File: config.mk
export PLATFORM = sky130hd
export DESIGN_NAME = serial_frame_rx
export DESIGN_NICKNAME = d
export VERILOG_FILES = /design/src/rtl/serial_frame_rx_pkg.sv /design/src/rtl/serial_rx_shifter.sv /design/src/rtl/serial_frame_rx.sv
export SDC_FILE = /design/constraint.sdc
export NUM_CORES = 1
export LEC_CHECK = 0
export CORE_AREA = 2 2 39 41
export DETAILED_ROUTE_END_ITERATION = 7
export DIE_AREA = 0 0 41 43
export GPL_TIMING_DRIVEN = 0
export HOLD_SLACK_MARGIN = 0.05
export PLACE_DENSITY_LB_ADDON = 0.15
export SYNTH_ARGS = -nofsm -noshare
export SYNTH_HDL_FRONTEND = slang
export SYNTH_SLANG_ARGS = --single-unit
File: constraint.sdc
create_clock -name clk -period 1.55 [get_ports clk]
set_input_delay 0.31 -clock clk [delete_from_list [all_inputs] [get_ports clk]]
set_output_delay 0.31 -clock clk [all_outputs]
set_load 0.005 [all_outputs]
File: src/rtl/serial_frame_rx_pkg.sv
// Shared definitions for the serial frame receiver: FSM encoding, line levels
// and the bit-counter width helper.
package serial_frame_rx_pkg;

    typedef enum logic [1:0] {
        ST_IDLE   = 2'd0,
        ST_DATA   = 2'd1,
        ST_PARITY = 2'd2,
        ST_STOP   = 2'd3
    } rx_state_t;

    localparam logic START_LVL = 1'b0;
    localparam logic STOP_LVL  = 1'b1;

    // Counter only needs to index data bits 0..width-1.
    function automatic int cnt_width(input int width);
        return (width > 2) ? $clog2(width) : 1;
    endfunction

endpackage

File: src/rtl/serial_rx_shifter.sv
// LSB-first serial-in shift register with synchronous clear; exports the
// XOR of its contents for the optional parity check.
module serial_rx_shifter #(
    parameter int WIDTH = 4
) (
    input  logic             clk,
    input  logic             rst,
    input  logic             clear,
    input  logic             shift,
    input  logic             bit_in,
    output logic [WIDTH-1:0] data,
    output logic             parity
);

    // NOTE: sequential state uses non-blocking assignments so every register
    // samples pre-edge values regardless of block ordering.
    always_ff @(posedge clk or posedge rst) begin
        if (rst) begin
            data <= '0;
        end else if (clear) begin
            data <= '0;
        end else if (shift) begin
            data <= {bit_in, data[WIDTH-1:1]};
        end
    end

    assign parity = ^data;

endmodule

File: src/rtl/serial_frame_rx.sv
// Serial frame receiver: start / WIDTH data bits (LSB first) / [even parity] /
// stop, into a one-entry valid/ready buffer. Parity enabled by SERIAL_RX_PARITY_EN.
module serial_frame_rx
    import serial_frame_rx_pkg::*;
#(
    parameter int WIDTH = 4
) (
    input  logic             clk,
    input  logic             rst,
    input  logic             bit_en,
    input  logic             rx_bit,
    output logic [WIDTH-1:0] word_out,
    output logic             word_valid,
    input  logic             word_ready,
    output logic             frame_err,
    output logic             overrun
);

    localparam int CNT_W = cnt_width(WIDTH);
    localparam logic [CNT_W-1:0] LAST_BIT = CNT_W'(WIDTH - 1);

    rx_state_t        state;
    logic [CNT_W-1:0] bit_cnt;
    logic [WIDTH-1:0] sr;
    logic             sr_clear;
    logic             sr_shift;
    logic             stop_good;
    logic             commit;

`ifdef SERIAL_RX_PARITY_EN
    logic sr_parity;
    logic parity_ok;
    assign stop_good = (rx_bit == STOP_LVL) && parity_ok;
`else
    logic sr_parity_unused;
    assign stop_good = (rx_bit == STOP_LVL);
`endif

    assign sr_clear = bit_en && (state == ST_IDLE) && (rx_bit == START_LVL);
    assign sr_shift = bit_en && (state == ST_DATA);
    assign commit   = bit_en && (state == ST_STOP) && stop_good;

    serial_rx_shifter #(.WIDTH(WIDTH)) u_shifter (
        .clk    (clk),
        .rst    (rst),
        .clear  (sr_clear),
        .shift  (sr_shift),
        .bit_in (rx_bit),
        .data   (sr),
`ifdef SERIAL_RX_PARITY_EN
        .parity (sr_parity)
`else
        .parity (sr_parity_unused)
`endif
    );

    always_ff @(posedge clk or posedge rst) begin
        if (rst) begin
            state      <= ST_IDLE;
            bit_cnt    <= '0;
            word_out   <= '0;
            word_valid <= 1'b0;
            frame_err  <= 1'b0;
            overrun    <= 1'b0;
`ifdef SERIAL_RX_PARITY_EN
            parity_ok  <= 1'b0;
`endif
        end else begin
            frame_err <= 1'b0;
            overrun   <= 1'b0;

            // A consume in the same cycle frees the slot for the new word.
            if (commit) begin
                if (!word_valid || word_ready) begin
                    word_out   <= sr;
                    word_valid <= 1'b1;
                end else begin
                    overrun <= 1'b1;
                end
            end else if (word_valid && word_ready) begin
                word_valid <= 1'b0;
            end

            if (bit_en) begin
                case (state)
                    ST_IDLE: begin
                        if (rx_bit == START_LVL) begin
                            state   <= ST_DATA;
                            bit_cnt <= '0;
                        end
                    end
                    ST_DATA: begin
                        bit_cnt <= bit_cnt + 1'b1;
                        if (bit_cnt == LAST_BIT) begin
`ifdef SERIAL_RX_PARITY_EN
                            state <= ST_PARITY;
`else
                            state <= ST_STOP;
`endif
                        end
                    end
`ifdef SERIAL_RX_PARITY_EN
                    ST_PARITY: begin
                        parity_ok <= ~(sr_parity ^ rx_bit);
                        state     <= ST_STOP;
                    end
`endif
                    ST_STOP: begin
                        if (!stop_good) begin
                            frame_err <= 1'b1;
                        end
                        state <= ST_IDLE;
                    end
                    default: state <= ST_IDLE;
                endcase
            end
        end
    end

endmodule

After elaboration in Yosys (flattened, before gate mapping)
Index checks and enable logic that the tools add are counted.

Flip-flop bits (word level): 15. Input port bits: 5. Output and inout port bits: 7. Logic and storage cells: 46.

Add/sub/neg operators: 1. Eq/ne operators: 6. Muxes and demuxes: 15. Bitwise logic cells: 1. Reduce and logical (&&, ||, !) cells: 16.

Operators with widths (number): 1-bit two-way mux (8); 4-bit two-way mux (2); 2-bit case mux with 2 select lines (2); 1-bit logical AND (6); 2-bit two-way mux (3); 3-bit AND reduction (2); 2-bit nonzero test (3); 2-bit equality test, second input constant (2); 2-bit by 1-bit != test with 1-bit output, second input constant (2); 2-bit AND reduction (2); 2-bit by 1-bit adder with 2-bit output, second input constant (1); 2-bit by 1-bit equality test with 1-bit output, second input constant (1); 2-bit zero test (1); 2-bit != test, second input constant (1); 1-bit zero test (1); 1-bit logical OR (1); 1-bit NOT (1).

Depth between registers and ports, before layout
Word-level depth: 5. Depth in mapped cells: 3. Mapped depth without buffers: 3.

Cells and area by module
A second synthesis with hierarchy kept.

Cell total of the unflattened synthesis: 53. Area, all modules: 664.4 sq um.

Modules (own cells, without submodules): serial_frame_rx (times used 1, cells an instance 36, area an instance 474.2 sq um, sequential area each 275.3 sq um); serial_rx_shifter (times used 1, cells an instance 17, area an instance 190.2 sq um, sequential area each 100.1 sq um).

Worst setup path after synthesis
Ideal clock, no wire load.

Path type: register to register. From: register state[1]. To: register word_out[0]. Setup time: 0.125 ns. Arrival time: 1.048 ns. Path slack: 0.378 ns. Stages on the path, launching flop included: 4. Buffers on the path: 0. Period minus slack after synthesis: 1.172 ns. Cells stage by stage: dfrtp_1 nand4_4 nor2b_4 mux2_2.

Longest elaborated chain between the ends: 4.

Ends and longest elaborated chain: start, declared (line serial_frame_rx.sv:22) `rx_state_t state;`; start signal, assigned (line serial_frame_rx.sv:59) `state <= ST_IDLE;`; start signal, assigned (line serial_frame_rx.sv:88) `state <= ST_DATA;`; start signal, assigned (line serial_frame_rx.sv:98) `state <= ST_STOP;`; 2-bit equality test (line serial_frame_rx.sv:41) `assign commit = bit_en && (state == ST_STOP) && stop_good;`; 1-bit logical AND (2 in series) (line serial_frame_rx.sv:41); 2-bit AND reduction (no line); end signal, assigned (line serial_frame_rx.sv:75) `word_out <= sr;`; end, declared (line serial_frame_rx.sv:12) `output logic [WIDTH-1:0] word_out,`.

Every way passes these cells. A chain may end at the register's enable or synchronous reset.

Worst setup path after layout
From: register word_out[0]. To: output port word_out[0].

No word-level cell between the ends.

==> results.md <==
* Remaining DRCs at 0
* Max frequency at approximately 690 MHz
* Status: completed
* Most frequent cells in the layout: 15 x dfrtp_1, 11 x clkdlybuf4s50_1, 5 x mux2_2
* CP max-delay cell: clkdlybuf4s50_1
* Commonest non-fill, non-tap cell in the layout: dfrtp_1
* Yosys cell types at 17
* CTS clk-pin slew, worst paths at 80 ps
* DRT antenna net count at 0
* Final nets at 64
* Global-route usage over all layers at 0.1443
* Crit path depth at 1
* Die footprint at 1763 µm²
* Reg-to-reg startpoint: state[1]
* Worst R2R End: word_out[2]
* Drt initial violations at 0
* Max incr delay on CP at between 500 and 600 ps
* Setup-failing EPs final at 0
* Synthesized cell area at between 600 and 700 µm²
* Post-Route WL at 1001 µm
* Largest net degree at the start of global routing at 16
* # resized after CTS at 0
* Crit path capture type: primary output
* Die H at ~43 µm
* Ant. Diodes at 0
* CTS buffer count at 3
* Hold buffer count at CTS at 0
* Drt pass-1 iters at 1
* Clk Latency, worst-skew pair at around 270 ps
* Leak at between 0.3 and 0.4 nW
* CP top delay family: buffers and inverters
* Synth Instances at 42
* Min Hold Slack at 379.8 ps
* CP startpoint: word_out[0]
* Clock Path Buffers at 2
* Worst reg-to-reg setup slack at between 200 and 300 ps
* CP Cell Sequence: clkdlybuf4s50_1
* Max FO, Critical Path at 2
* Critical path arrival at between 1000 and 1500 ps
* Slew headroom at 0.6511
* Count of pins over their slew limit at 0
* Average wire per standard cell at 13.71 µm
* Routability Congestion at 0.6655
* Max Cap Viol at 0
* Number of buffer cells added on primary ports at 11
* Vias per inst at between 5 and 6
* Core Box Area at about 1400 µm²
* Initial antenna violation count at 0
* Clk root buf: clkbuf_4
* IR drop worst, VDD at between 700 and 800 µV
* Setup ws final at 99.21 ps
* Clock Sink Count at 15
* Final hold vios at 0
* Power Dens Cells at 1648 nW/µm²
* Cell count of the worst reg-to-reg path at 3
* DP Cell Count at 69
* Hold Crit Class: input port to async pin
* Die width at around 41 µm
* Crit Path Class: flip-flop to primary output
* Row count at 14
* First-pass GRT wire length at approximately 1700 µm
* Dpl ws at -202.9 ps
* Period utilization at 0.9360
* CP Launch Type: flip-flop
* DR vias at 368
* Post-DP HPWL at 789.6 µm
* Final min period at ~1500 ps
* CP Buf/Inv Count at 1
* Final core occ at 0.5488
* Register bit total from synthesis at 15
* Non-Filler Instances at 73
* Post-CTS setup buffers at 0
* Syn Area/Cell at 14.36 µm²
* Data required, critical path at 1240 ps
* RSZ-0062 raised after global routing: false
* I/O pin count at 12
* Fill count at 118
* Grt total ovfl at 0
* Initial Util at 0.4358
* Worst Tran Pin Value at around 520 ps
* Syn nets at 48
* YS warnings at 0
* Htree depth at 1
* Post-synthesis sequential area ratio at 0.6224
* Share of layout cells above drive strength 1 at 0.2456
* TritonCTS clock tree: done
* Layout overhead on the synthesized area at 25.93%
* Vias in the first global route at 402
* Clk_skew at 5.956 ps
-- per-layer routing --
layer,share of wire,track usage,vias up
met3,0.038,0.03141,2
met5,0,0,-
met4,0.013,0.08000,0
li1,-,-,177
met2,0.54,0.2375,7
met1,0.41,0.1614,182
-- worst max path at each step --
stage	endpoint	slack [ps]
floorplan	word_out[0]	380
global placement	word_out[1]	-140
detailed placement	word_out[0]	-200
CTS	word_out[0]	80
global route	word_valid	50
finish	word_out[0]	100
-- registers in the layout, indices dropped and copies added, names as in the netlist --
signal,flops
word_out,4
bit_cnt,2
state,2
word_valid,1
overrun,1
u_shifter.data,4
frame_err,1
-- kinds of logic (layout without fill, tap and decap cells) --
family | after synthesis | after routing | synth area share
flops | 15 | 15 | 0.6224
buf+inv | 3 | 18 | 0.01867
simple gates | 9 | 9 | 0.1245
compound gates | 9 | 9 | 0.1203
mux | 5 | 5 | 0.09335
fa+ha+maj | 1 | 1 | 0.02074
-- synth_stat cells --
cell / n / area, µm²
a22o_2: 1 / 10.01
nand4_4: 1 / 21.27
nor2_1: 1 / 3.750
inv_1: 3 / 11.26
dfrtp_1: 15 / 375.4
a2bb2oi_1: 1 / 8.760
mux2_2: 5 / 56.30
a22o_1: 4 / 35.03
nor2_2: 1 / 6.260
nand2b_1: 1 / 6.260
and2b_2: 1 / 8.760
nor2b_4: 1 / 13.76
ha_1: 1 / 12.51
nand2_1: 2 / 7.510
o21ai_2: 1 / 8.760
a21oi_1: 2 / 10.01
nor3b_1: 1 / 7.510
-- cell type report --
class	count	area (µm²)	area share
sequential	15	375.4	0.4942
clock buffer	4	26.28	0.03460
tap	16	20.02	0.02636
timing repair buffer	11	110.1	0.1450
multi-input combinational	24	216.5	0.2850
inverter	3	11.26	0.01483
-- per-stage QoR --
step | total power, mW | area (µm²) | setup TNS, ps
after floorplan | 0.8689 | 603.1 | 0
after global placement | 1.028 | 733.2 | -581.0
after detailed placement | 1.057 | 733.2 | -869.9
after CTS | 1.273 | 759.5 | 0
after global routing | 1.335 | 759.5 | 0
final | 1.251 | 759.5 | 0
-- report_power, final --
part / switching (mW) / internal [mW] / total, mW
registers: 0.111 / 0.537 / 0.647
logic: 0.137 / 0.259 / 0.396
clock network: 0.109 / 0.0995 / 0.208
Power figures use the tool's default switching activity.
